**src/rtl/hazard_ctrl_pkg.sv**
```systemverilog
// Shared types and constants for the pipeline hazard sequencer.
// Holds the FSM encoding, the control-bundle struct and the load-use hit rule.
package hazard_pkg;

  typedef enum logic [1:0] {
    RUN   = 2'd0,
    LDUSE = 2'd1,
    FLUSH = 2'd2
  } hazard_state_t;

  localparam logic [4:0] XZR   = 5'd31;
  localparam int         CNT_W = 16;

  typedef struct packed {
    logic pc_write;
    logic ifid_write;
    logic ifid_flush;
    logic idex_bubble;
    logic pipe_hold;
  } ctrl_t;

  localparam ctrl_t CTRL_RUN   = '{1'b1, 1'b1, 1'b0, 1'b0, 1'b0};
  localparam ctrl_t CTRL_HOLD  = '{1'b0, 1'b0, 1'b0, 1'b0, 1'b1};
  localparam ctrl_t CTRL_FLUSH = '{1'b1, 1'b1, 1'b1, 1'b1, 1'b0};
  localparam ctrl_t CTRL_STALL = '{1'b0, 1'b0, 1'b0, 1'b1, 1'b0};

  // X31 reads as zero, so a load targeting it never feeds a real dependency.
  function automatic logic load_use_hit(
    input logic       mem_read,
    input logic [4:0] target,
    input logic [4:0] rn,
    input logic [4:0] rm,
    input logic       use_rm
  );
    return mem_read && (target != XZR) &&
           ((target == rn) || (use_rm && (target == rm)));
  endfunction

endpackage

```
**src/rtl/hazard_ctrl_if.sv**
```systemverilog
// Pipeline-register fields in, stage-control strobes and perf counters out.
// slave is the hazard sequencer; master is the pipeline datapath.
interface hazard_ctrl_if;
  logic        MemRead_EX;
  logic [4:0]  targetReg_EX;
  logic [4:0]  Rn_ID;
  logic [4:0]  Rm_ID;
  logic        useRm_ID;
  logic        branchTaken_EX;
  logic        memBusy_MEM;

  logic        PCWrite;
  logic        IFID_Write;
  logic        IFID_Flush;
  logic        IDEX_Bubble;
  logic        pipeHold;
  logic        fwdEN;
  logic        memTimeout;
  logic [15:0] stallCycles;
  logic [15:0] flushCount;

  modport slave (
    input  MemRead_EX, targetReg_EX, Rn_ID, Rm_ID, useRm_ID, branchTaken_EX, memBusy_MEM,
    output PCWrite, IFID_Write, IFID_Flush, IDEX_Bubble, pipeHold, fwdEN, memTimeout,
           stallCycles, flushCount
  );

  modport master (
    output MemRead_EX, targetReg_EX, Rn_ID, Rm_ID, useRm_ID, branchTaken_EX, memBusy_MEM,
    input  PCWrite, IFID_Write, IFID_Flush, IDEX_Bubble, pipeHold, fwdEN, memTimeout,
           stallCycles, flushCount
  );
endinterface

```
**src/rtl/hazard_ctrl_sat_counter.sv**
```systemverilog
// Free-running event counter that sticks at all-ones instead of wrapping.
module sat_counter #(
  parameter int W = 16
) (
  input  logic         clk,
  input  logic         rst_n,
  input  logic         inc,
  output logic [W-1:0] count
);

  always_ff @(posedge clk or negedge rst_n) begin
    if (!rst_n) begin
      count <= '0;
    end else if (inc && (count != {W{1'b1}})) begin
      count <= count + 1'b1;
    end
  end

endmodule

```
**src/rtl/hazard_ctrl.sv**
```systemverilog
// Pipeline sequencer: load-use stalls, taken-branch flushes and memory wait holds.
// Controls are Mealy on the current inputs; state, counters and the timeout flag register.
module hazard_ctrl
  import hazard_pkg::*;
#(
  parameter int LDUSE_STALLS = 1,
  parameter int FLUSH_CYCLES = 1,
  parameter int MEM_TIMEOUT  = 15
) (
  input  logic          clk,
  input  logic          rst_n,
  hazard_ctrl_if.slave  hz,
  output hazard_state_t dbg_state
);

  localparam logic [1:0] LDUSE_REM = 2'(LDUSE_STALLS - 1);
  localparam logic [1:0] FLUSH_REM = 2'(FLUSH_CYCLES - 1);
  localparam logic [7:0] WAIT_MAX  = 8'(MEM_TIMEOUT);
  localparam logic [7:0] WAIT_LAST = 8'(MEM_TIMEOUT - 1);

  hazard_state_t    state;
  hazard_state_t    state_n;
  logic [1:0]       rem;
  logic [1:0]       rem_n;
  logic [7:0]       wait_cnt;
  logic             mem_timeout;
  logic             hold;
  logic             ldu_hit;
  logic             flush_inc;
  ctrl_t            ctrl;
  logic [CNT_W-1:0] stall_count;
  logic [CNT_W-1:0] flush_count;

  assign ldu_hit = load_use_hit(hz.MemRead_EX, hz.targetReg_EX, hz.Rn_ID, hz.Rm_ID,
                                hz.useRm_ID);
  // Once a busy episode has lasted MEM_TIMEOUT cycles the freeze lets go.
  assign hold    = hz.memBusy_MEM && (wait_cnt < WAIT_MAX);

  always_comb begin
    ctrl      = CTRL_RUN;
    state_n   = state;
    rem_n     = rem;
    flush_inc = 1'b0;
    if (hold) begin
      ctrl = CTRL_HOLD;
    end else if (hz.branchTaken_EX) begin
      ctrl      = CTRL_FLUSH;
      flush_inc = 1'b1;
      if (FLUSH_CYCLES > 1) begin
        state_n = FLUSH;
        rem_n   = FLUSH_REM;
      end else begin
        state_n = RUN;
        rem_n   = 2'd0;
      end
    end else begin
      case (state)
        FLUSH: begin
          ctrl = CTRL_FLUSH;
          if (rem == 2'd1) begin
            state_n = RUN;
            rem_n   = 2'd0;
          end else begin
            rem_n = rem - 2'd1;
          end
        end
        LDUSE: begin
          ctrl = CTRL_STALL;
          if (rem == 2'd1) begin
            state_n = RUN;
            rem_n   = 2'd0;
          end else begin
            rem_n = rem - 2'd1;
          end
        end
        default: begin
          if (ldu_hit) begin
            ctrl = CTRL_STALL;
            if (LDUSE_STALLS > 1) begin
              state_n = LDUSE;
              rem_n   = LDUSE_REM;
            end
          end
        end
      endcase
    end
  end

  always_ff @(posedge clk or negedge rst_n) begin
    if (!rst_n) begin
      state       <= RUN;
      rem         <= 2'd0;
      wait_cnt    <= 8'd0;
      mem_timeout <= 1'b0;
    end else begin
      state <= state_n;
      rem   <= rem_n;
      if (!hz.memBusy_MEM) begin
        wait_cnt <= 8'd0;
      end else if (wait_cnt < WAIT_MAX) begin
        wait_cnt <= wait_cnt + 8'd1;
      end
      if (hold && (wait_cnt == WAIT_LAST)) begin
        mem_timeout <= 1'b1;
      end
    end
  end

  sat_counter #(.W(CNT_W)) u_stall_cnt (
    .clk   (clk),
    .rst_n (rst_n),
    .inc   (!ctrl.pc_write),
    .count (stall_count)
  );

  sat_counter #(.W(CNT_W)) u_flush_cnt (
    .clk   (clk),
    .rst_n (rst_n),
    .inc   (flush_inc),
    .count (flush_count)
  );

  // Reset overrides the controls asynchronously so the front end loads NOPs.
  always_comb begin
    if (!rst_n) begin
      hz.PCWrite     = 1'b0;
      hz.IFID_Write  = 1'b0;
      hz.IFID_Flush  = 1'b1;
      hz.IDEX_Bubble = 1'b1;
      hz.pipeHold    = 1'b0;
    end else begin
      hz.PCWrite     = ctrl.pc_write;
      hz.IFID_Write  = ctrl.ifid_write;
      hz.IFID_Flush  = ctrl.ifid_flush;
      hz.IDEX_Bubble = ctrl.idex_bubble;
      hz.pipeHold    = ctrl.pipe_hold;
    end
  end

  assign hz.fwdEN       = rst_n;
  assign hz.memTimeout  = mem_timeout;
  assign hz.stallCycles = stall_count;
  assign hz.flushCount  = flush_count;
  assign dbg_state      = state;

endmodule
```
**src/flat_wrapper.sv**
```systemverilog
// flat-port wrapper written by rule: the top's interface ports become plain ports
module hazard_ctrl_flat import hazard_pkg::*;
#(
  parameter int LDUSE_STALLS = 1,
  parameter int FLUSH_CYCLES = 1,
  parameter int MEM_TIMEOUT  = 15
)
  (clk, rst_n, dbg_state, hz_MemRead_EX, hz_targetReg_EX, hz_Rn_ID, hz_Rm_ID, hz_useRm_ID, hz_branchTaken_EX, hz_memBusy_MEM, hz_PCWrite, hz_IFID_Write, hz_IFID_Flush, hz_IDEX_Bubble, hz_pipeHold, hz_fwdEN, hz_memTimeout, hz_stallCycles, hz_flushCount);
  hazard_ctrl_if hz_i ();
  input  logic clk;
  input  logic rst_n;
  output hazard_state_t dbg_state;
  input wire logic [$bits(hz_i.MemRead_EX)-1:0] hz_MemRead_EX;
  input wire logic [$bits(hz_i.targetReg_EX)-1:0] hz_targetReg_EX;
  input wire logic [$bits(hz_i.Rn_ID)-1:0] hz_Rn_ID;
  input wire logic [$bits(hz_i.Rm_ID)-1:0] hz_Rm_ID;
  input wire logic [$bits(hz_i.useRm_ID)-1:0] hz_useRm_ID;
  input wire logic [$bits(hz_i.branchTaken_EX)-1:0] hz_branchTaken_EX;
  input wire logic [$bits(hz_i.memBusy_MEM)-1:0] hz_memBusy_MEM;
  output wire logic [$bits(hz_i.PCWrite)-1:0] hz_PCWrite;
  output wire logic [$bits(hz_i.IFID_Write)-1:0] hz_IFID_Write;
  output wire logic [$bits(hz_i.IFID_Flush)-1:0] hz_IFID_Flush;
  output wire logic [$bits(hz_i.IDEX_Bubble)-1:0] hz_IDEX_Bubble;
  output wire logic [$bits(hz_i.pipeHold)-1:0] hz_pipeHold;
  output wire logic [$bits(hz_i.fwdEN)-1:0] hz_fwdEN;
  output wire logic [$bits(hz_i.memTimeout)-1:0] hz_memTimeout;
  output wire logic [$bits(hz_i.stallCycles)-1:0] hz_stallCycles;
  output wire logic [$bits(hz_i.flushCount)-1:0] hz_flushCount;
  assign hz_i.MemRead_EX = hz_MemRead_EX;
  assign hz_i.targetReg_EX = hz_targetReg_EX;
  assign hz_i.Rn_ID = hz_Rn_ID;
  assign hz_i.Rm_ID = hz_Rm_ID;
  assign hz_i.useRm_ID = hz_useRm_ID;
  assign hz_i.branchTaken_EX = hz_branchTaken_EX;
  assign hz_i.memBusy_MEM = hz_memBusy_MEM;
  assign hz_PCWrite = hz_i.PCWrite;
  assign hz_IFID_Write = hz_i.IFID_Write;
  assign hz_IFID_Flush = hz_i.IFID_Flush;
  assign hz_IDEX_Bubble = hz_i.IDEX_Bubble;
  assign hz_pipeHold = hz_i.pipeHold;
  assign hz_fwdEN = hz_i.fwdEN;
  assign hz_memTimeout = hz_i.memTimeout;
  assign hz_stallCycles = hz_i.stallCycles;
  assign hz_flushCount = hz_i.flushCount;
  hazard_ctrl #(.LDUSE_STALLS(LDUSE_STALLS), .FLUSH_CYCLES(FLUSH_CYCLES), .MEM_TIMEOUT(MEM_TIMEOUT)) u_core (.clk(clk), .rst_n(rst_n), .hz(hz_i), .dbg_state(dbg_state));
endmodule
```
**config.mk**
```make
export PLATFORM = sky130hd
export DESIGN_NAME = hazard_ctrl_flat
export DESIGN_NICKNAME = d
export VERILOG_FILES = /design/src/rtl/hazard_ctrl_pkg.sv /design/src/rtl/hazard_ctrl_if.sv /design/src/rtl/hazard_ctrl_sat_counter.sv /design/src/rtl/hazard_ctrl.sv /design/src/flat_wrapper.sv
export SDC_FILE = /design/constraint.sdc
export NUM_CORES = 1
export LEC_CHECK = 0
export BUFFER_PORTS_ARGS = -buffer_cell sky130_fd_sc_hd__buf_2
export CORE_ASPECT_RATIO = 1.1
export CORE_MARGIN = 4
export CORE_UTILIZATION = 51
export DETAILED_ROUTE_END_ITERATION = 16
export GPL_TIMING_DRIVEN = 0
export PLACE_DENSITY_LB_ADDON = 0.12
export SYNTH_ARGS = -nofsm -noshare
export SYNTH_HDL_FRONTEND = slang
export SYNTH_SLANG_ARGS = --single-unit
export TNS_END_PERCENT = 20
```
**constraint.sdc**
```tcl
create_clock -name clk -period 3 [get_ports clk]
set_input_delay 0.3 -clock clk [delete_from_list [all_inputs] [get_ports clk]]
set_output_delay 0.3 -clock clk [all_outputs]
set_load 0.02 [all_outputs]
```
==> impl_metrics.csv, run 1 <==
group,metric,value,unit
die,io_pins,62,
layout,finish.utilization,64.0,%
clock_network,cts_post_setup_buffers_inserted,0,
routing,detail_route.wirelength,3.96,mm
routing,routed.top_layer,"met4",
clock_network,holdBufCountCts,0,
critical_path,reg2reg_depth,7,
sta,fmaxAchievable,405,MHz
placement,place.port_buffers,59,
global_routing,initial_antenna_violation_count,0,
layout,layout-drive-gt1-share,30.3,%
routing,drtPass1Iterations,4,
synthesis,synth_fa_ha_area_share,2.40,%
synthesis,synth_top_area_cell,"dfrtp_1",
synthesis,synth_seq_cells,41,
clock_network,htree_levels,2,
synthesis,ys_seq_area_share,49.2,%
layout,multi_input_comb_area,997,µm²
synthesis,synthMuxAreaShare,2.16,%
critical_path,arrival,2.64,ns
synthesis,ys_top_cells_by_area,"dfrtp_1 (49%), xnor2_1 (15%), nand3_1 (5.0%)",
layout,antenna_cells_inserted,0,
critical_path,cp_num_buf_inv,0,
placement,hpwlAfterDp,3.02,mm
synthesis,yosysUniqueCellTypes,32,
layout,fillers,358,
synthesis,postSynthAreaPerCell,10.6,µm²
global_routing,global_route_wire_length_before_repair,6.52,mm
critical_path,max_stage_delay,0.58,ns
synthesis,synth_simple_gate_area_share,20.8,%
flow_run,max-cap-violations,0,
clock_network,clock_tree.root_cell,"clkbuf_8",
critical_path,worst_ep_required_time,3.17,ns
layout,syn_to_final_growth,21.6,%
die,core_area,3960,µm²
clock_network,worst_setup_hold_path_clk_slew,0.07,ns
clock_network,cts_repair_resize_count,0,
critical_path,critical_path.top_delay_family,"simple AND/OR/NAND/NOR gates",
run_status,outcome,"complete, no violations",
global_routing,via_count_of_the_first_global_routing_pass,1462,
power_and_ir_drop,power.density_cell_area,619,nW/µm²
sta,tightestPinTransition,0.926,ns
synthesis,area_fraction_in_compound_gates_after_synthesis,4.86,%
sta,finalClockSkew,0.00868,ns
placement,gpl.final_weighted_congestion,0.793,
synthesis,synth.top_cells.by_count,"dfrtp_1 (41), xnor2_1 (36), nand3_1 (21)",
sta,timing.setup.tns,0,ns
synthesis,synth_async_sr_flop_share,100,%
die,count_of_standard_cell_rows,24,
routing,dr_wl_met2,1.97,mm
critical_path,cp.depth,7,
global_routing,grt_max_degree,46,
critical_path,worstPathMaxFanout,5,
routing,wl_met1,1.77,mm
critical_path,worstSetupPathType,"reg2reg",
die,design.die.area,5180,µm²
global_routing,grtUsageTotal,16.7,%
routing,antenna_left,0,
synthesis,postSynthCellCount,197,
critical_path,critical-path-slowest-cell,"or4_4",
die,die_h,75.1,µm
synthesis,fraction_of_synthesized_cell_area_taken_by_the_top_area_cell_type,49.2,%
sta,finalSetupViolations,0,
sta,period_share,82.3,%
routing,via_count,1570,
clock_network,max-clock-path-buffers,2,
critical_path,cp_cell_sequence,"ha_1 -> nand3_1 -> or4_4 -> or3_1 -> a22o_4 -> and3_2 -> xor2_1",
sta,layout_setup_ws,0.530,ns
clock_network,clkSinkCount,41,
layout,ff_latch_area,1030,µm²
sta,hold_slack,0.155,ns
sta,timing.max_slew.rel_slack,38.3,%
clock_network,clk_latency,0.28,ns
synthesis,synth_warnings,0,
sta,final.min_clock_period,2.47,ns
routing,drc,0,
synthesis,synth.cell_area,2080,µm²
critical_path,type_of_element_capturing_the_critical_path,"register",
layout,design.final.nets,289,
clock_network,cts_made_buffers,5,
placement,dp_slack,0.539,ns
synthesis,synth_xor_xnor_area_share,17.2,%
routing,post_drt_via_cell_ratio,4.97,
sta,rsz0062_at_grt,"false",
critical_path,timing.critical_path.from_type,"register",
power_and_ir_drop,max-vdd-ir-drop,0.512,mV
sta,finalHoldViolCount,0,
die,die_width,69.0,µm
global_routing,globalRoute.totalOverflow,0,
hold_path,hold_path_class,"in2async",
synthesis,post_synth_edffs,0,
routing,route.detailed.wl_per_inst,12.5,µm
power_and_ir_drop,power.leakage,1.24,nW
clock_network,cts_tree,"built",
routing,route.met3.wl,180,µm
die,initial_utilization,52.6,%
routing,first_iter_violations,58,
synthesis,postSynth.topFlopCell,"dfrtp_1",
synthesis,combinational_family_with_the_most_area_after_synthesis,"simple AND/OR/NAND/NOR gates",
synthesis,post-synth-top-count-cell,"dfrtp_1",
sta,drv_slew,0,
-- kinds of logic (layout without fill, tap and decap cells) --
family / count (synthesis) / after routing
compound gates: 11 / 11
xor+xnor: 41 / 41
fa+ha+maj: 4 / 4
buf+inv: 11 / 77
flops: 41 / 41
mux: 4 / 4
other cells: 1 / 2
simple gates: 84 / 84
-- power breakdown --
| group | internal (mW) | total (mW) | switching (mW) |
|---|---|---|---|
| sequential | 0.647 | 0.767 | 0.119 |
| combinational | 0.189 | 0.452 | 0.263 |
| clock | 0.182 | 0.352 | 0.169 |
| total | 1.02 | 1.57 | 0.552 |
-- per-stage QoR --
step / std cells / power (mW) / cell area [µm²]
detailed placement: 309 / 1.23 / 2450
global placement: 309 / 1.22 / 2450
global route: 316 / 1.67 / 2530
CTS: 316 / 1.59 / 2530
floorplan: 198 / 1.06 / 2090
finish: 316 / 1.57 / 2530
-- worst register-to-register path: stages, from the launching register on --
cell and delay [ns]:
dfrtp_1 0.42, ha_1 0.21, nand3_1 0.12, or4_4 0.58, or3_1 0.40, a22o_4 0.30
and3_2 0.20, xor2_1 0.13
-- per-layer routing --
layer | vias to the layer above | track usage [%]
met1 | 731 | 20.7
met3 | 4 | 5.22
met2 | 30 | 27.5
met4 | 0 | 5.19
met5 | - | 0
li1 | 805 | -
-- registers in the layout, indices dropped and copies added (netlist names) --
name and cells:
u_core.u_stall_cnt.count 16, u_core.u_flush_cnt.count 16, u_core.hz.memTimeout 1, u_core.wait_cnt 8
-- final cells by class --
class,count,share of cell area [%]
Timing Repair Buffer,59,11.6
Buffer,7,1.97
Tap cell,52,2.57
Sequential cell,41,40.5
Multi-Input combinational cell,146,39.3
Inverter,4,0.592
Clock buffer,7,3.41
-- final timing paths --
kind                                              from                           end  slack [ns]
setup / recovery           u_core.u_stall_cnt.count[0]  u_core.u_stall_cnt.count[13]        0.53
hold reg to reg                   u_core.hz.memTimeout          u_core.hz.memTimeout        0.47
hold / removal                                   rst_n            u_core.wait_cnt[0]        0.16
min in group clk                        hz_memBusy_MEM            u_core.wait_cnt[1]        0.30
setup reg to reg           u_core.u_stall_cnt.count[0]  u_core.u_stall_cnt.count[13]        0.53
max in group asynchronous                        rst_n  u_core.u_flush_cnt.count[13]        2.26
-- placed cells by master, fill, tap and decap left out, drive strengths merged, types with 5 or more instances in the layout --
cell type / count
and3: 7
nand2: 19
xnor2: 36
nor2: 8
and2: 10
xor2: 5
nand3: 21
dfrtp: 41
nand4: 10
buf: 65
clkbuf: 8
(Power assumes the default switching activity.)
==> run 2: changes to the inputs <==
--- a/config.mk
+++ b/config.mk
@@ -8,7 +8,7 @@
 export BUFFER_PORTS_ARGS = -buffer_cell sky130_fd_sc_hd__buf_2
 export CORE_ASPECT_RATIO = 1.1
 export CORE_MARGIN = 4
-export CORE_UTILIZATION = 51
+export CORE_UTILIZATION = 46
 export DETAILED_ROUTE_END_ITERATION = 16
 export GPL_TIMING_DRIVEN = 0
 export PLACE_DENSITY_LB_ADDON = 0.12
==> constraint.sdc (replaced) <==
create_clock -name clk -period 2.18 [get_ports clk]
set_input_delay 0.218 -clock clk [delete_from_list [all_inputs] [get_ports clk]]
set_output_delay 0.218 -clock clk [all_outputs]
set_load 0.02 [all_outputs]
==> run 2 against run 1 <==
  * The flow now finishes with violations (negative setup slack)
  * Clock skew down 0.0012 ns
  * Maximum frequency grew 13%
  * Hold slack worse by 0.076 ns
  * Die area grew 9.6%
  * Combinational power rose by 51%
  * Critical path depth up 1
  * Count of clock-buffer cells in the layout unchanged
  * Clock power increased by 76%
  * Global-route usage decreased by 1.3 points
  * Utilization shrank 1.6 points
  * Highest routed layer unchanged
==> impl_metrics.csv, run 2 (same netlist as run 1, synthesis figures left out) <==
group,metric,value,unit
placement,place.port_buffers,59,
sta,rsz0062_at_grt,"true",
critical_path,cp_num_buf_inv,1,
layout,antenna_cells_inserted,0,
global_routing,global_route_wire_length_before_repair,6.94,mm
sta,fmaxAchievable,458,MHz
hold_path,hold_path_class,"in2async",
global_routing,globalRoute.totalOverflow,0,
global_routing,via_count_of_the_first_global_routing_pass,1512,
layout,finish.utilization,62.4,%
clock_network,max-clock-path-buffers,2,
routing,via_count,1625,
power_and_ir_drop,design_power_total,2.38,mW
placement,dp_slack,-0.174,ns
sta,finalHoldViolCount,0,
critical_path,critical-path-slowest-cell,"or4_4",
die,die_h,78.6,µm
clock_network,clkSinkCount,41,
die,initial_utilization,47.9,%
die,core_area,4350,µm²
critical_path,cp_cell_sequence,"ha_4 -> nand3_4 -> or4_4 -> or3_4 -> a22o_4 -> clkbuf_16 -> nand2_1 -> xnor2_1",
routing,post_drt_via_cell_ratio,5.06,
global_routing,grtUsageTotal,15.3,%
placement,gpl.final_weighted_congestion,0.782,
global_routing,grt_max_degree,46,
sta,layout_setup_ws,-0.00116,ns
power_and_ir_drop,power.density_cell_area,879,nW/µm²
run_status,outcome,"finished, violations left",
routing,route.detailed.wl_per_inst,12.8,µm
sta,tightestPinTransition,0.945,ns
routing,drc,0,
layout,design.final.nets,291,
flow_run,max-cap-violations,0,
clock_network,cts_tree,"built",
die,die_width,72.2,µm
run_status,violations,"negative setup slack",
layout,syn_to_final_growth,30.1,%
clock_network,clock_tree.root_cell,"clkbuf_8",
clock_network,worst_setup_hold_path_clk_slew,0.08,ns
clock_network,cts_made_buffers,5,
die,count_of_standard_cell_rows,25,
critical_path,critical_path.top_delay_family,"simple AND/OR/NAND/NOR gates",
global_routing,initial_antenna_violation_count,0,
sta,final.min_clock_period,2.18,ns
critical_path,worstSetupPathType,"reg2reg",
layout,layout_top_registers,"u_core.u_flush_cnt.count x16, u_core.u_stall_cnt.count x16, u_core.wait_cnt x8",
placement,hpwlAfterDp,3.11,mm
layout,mostFrequentLayoutCells,"buf_2 (59), dfrtp_1 (36), xnor2_1 (35)",
power_and_ir_drop,power.leakage,1.29,nW
critical_path,worst_ep_required_time,2.39,ns
sta,hold_slack,0.0798,ns
sta,timing.setup.tns,-0.00116,ns
sta,finalSetupViolations,1,
routing,detail_route.wirelength,4.12,mm
power_and_ir_drop,max-vdd-ir-drop,0.752,mV
die,design.die.area,5670,µm²
sta,finalClockSkew,0.00743,ns
die,io_pins,62,
critical_path,timing.critical_path.from_type,"register",
layout,layout-drive-gt1-share,37.8,%
sta,drv_slew,0,
routing,drtPass1Iterations,4,
critical_path,worstPathMaxFanout,6,
critical_path,arrival,2.39,ns
clock_network,clk_latency,0.28,ns
critical_path,max_stage_delay,0.45,ns
sta,period_share,100,%
routing,antenna_left,0,
routing,first_iter_violations,36,
critical_path,type_of_element_capturing_the_critical_path,"register",
layout,mostFrequentLayoutCell,"buf_2",
clock_network,htree_levels,2,
sta,timing.max_slew.rel_slack,37.0,%
[run 2: cell types whose count changed in the layout (fill, tap and decap cells not counted), sizes merged]
cell / before / now
buf: 65 / 66
bufinv: 0 / 1
clkbuf: 8 / 9
[run 2: final cells by class]
class	instances	area, µm²
Multi-Input combinational cell	146	1100
Tap cell	54	67.6
Timing Repair Buffer	62	335
Sequential cell	41	1030
Fill cell	367	1640
Clock inverter	1	30.0
Clock buffer	7	86.3
Buffer	6	48.8
Inverter	4	15.0
[run 2: what timing repair did]
item / CTS / global route
buffers inserted: 0 / 2
pin swaps: 0 / 5
setup endpoints to repair: 22 / 16
resized for setup: 8 / 9
hold buffers: 0 / 0
cloned: 0 / 1
[run 2: report_power, final]
| group | internal (mW) | switching (mW) | total [mW] |
|---|---|---|---|
| Combinational | 0.303 | 0.378 | 0.681 |
| Sequential | 0.898 | 0.186 | 1.08 |
| Clock | 0.373 | 0.246 | 0.619 |
| Total | 1.57 | 0.810 | 2.38 |
[run 2: metal layers]
metal | up-vias | part of all wire (%) | GRT usage, %
li1 | 809 | - | -
met1 | 779 | 42 | 19.0
met2 | 33 | 52 | 26.7
met3 | 4 | 4.4 | 3.46
met4 | 0 | 1.1 | 3.95
met5 | - | 0 | 0
[run 2: path summary, 6_finish.rpt]
path | slack (ns) | endpoint | start | cells past startpoint
min | 0.08 | u_core.wait_cnt[0] | rst_n | 1
max reg2reg | -0.001 | u_core.u_stall_cnt.count[4] | u_core.u_stall_cnt.count[1] | 8
max | -0.001 | u_core.u_stall_cnt.count[4] | u_core.u_stall_cnt.count[1] | 8
min reg2reg | 0.46 | u_core.hz.memTimeout | u_core.hz.memTimeout | 1
max in group asynchronous | 1.46 | u_core.u_stall_cnt.count[5] | rst_n | 1
min in group clk | 0.23 | u_core.wait_cnt[1] | hz_memBusy_MEM | 2
[run 2: metrics by stage]
step | area [µm²] | cells
final | 2710 | 321
after global routing | 2710 | 321
after CTS | 2630 | 319
after detailed placement | 2470 | 311
after global placement | 2470 | 311
after floorplan | 2110 | 198
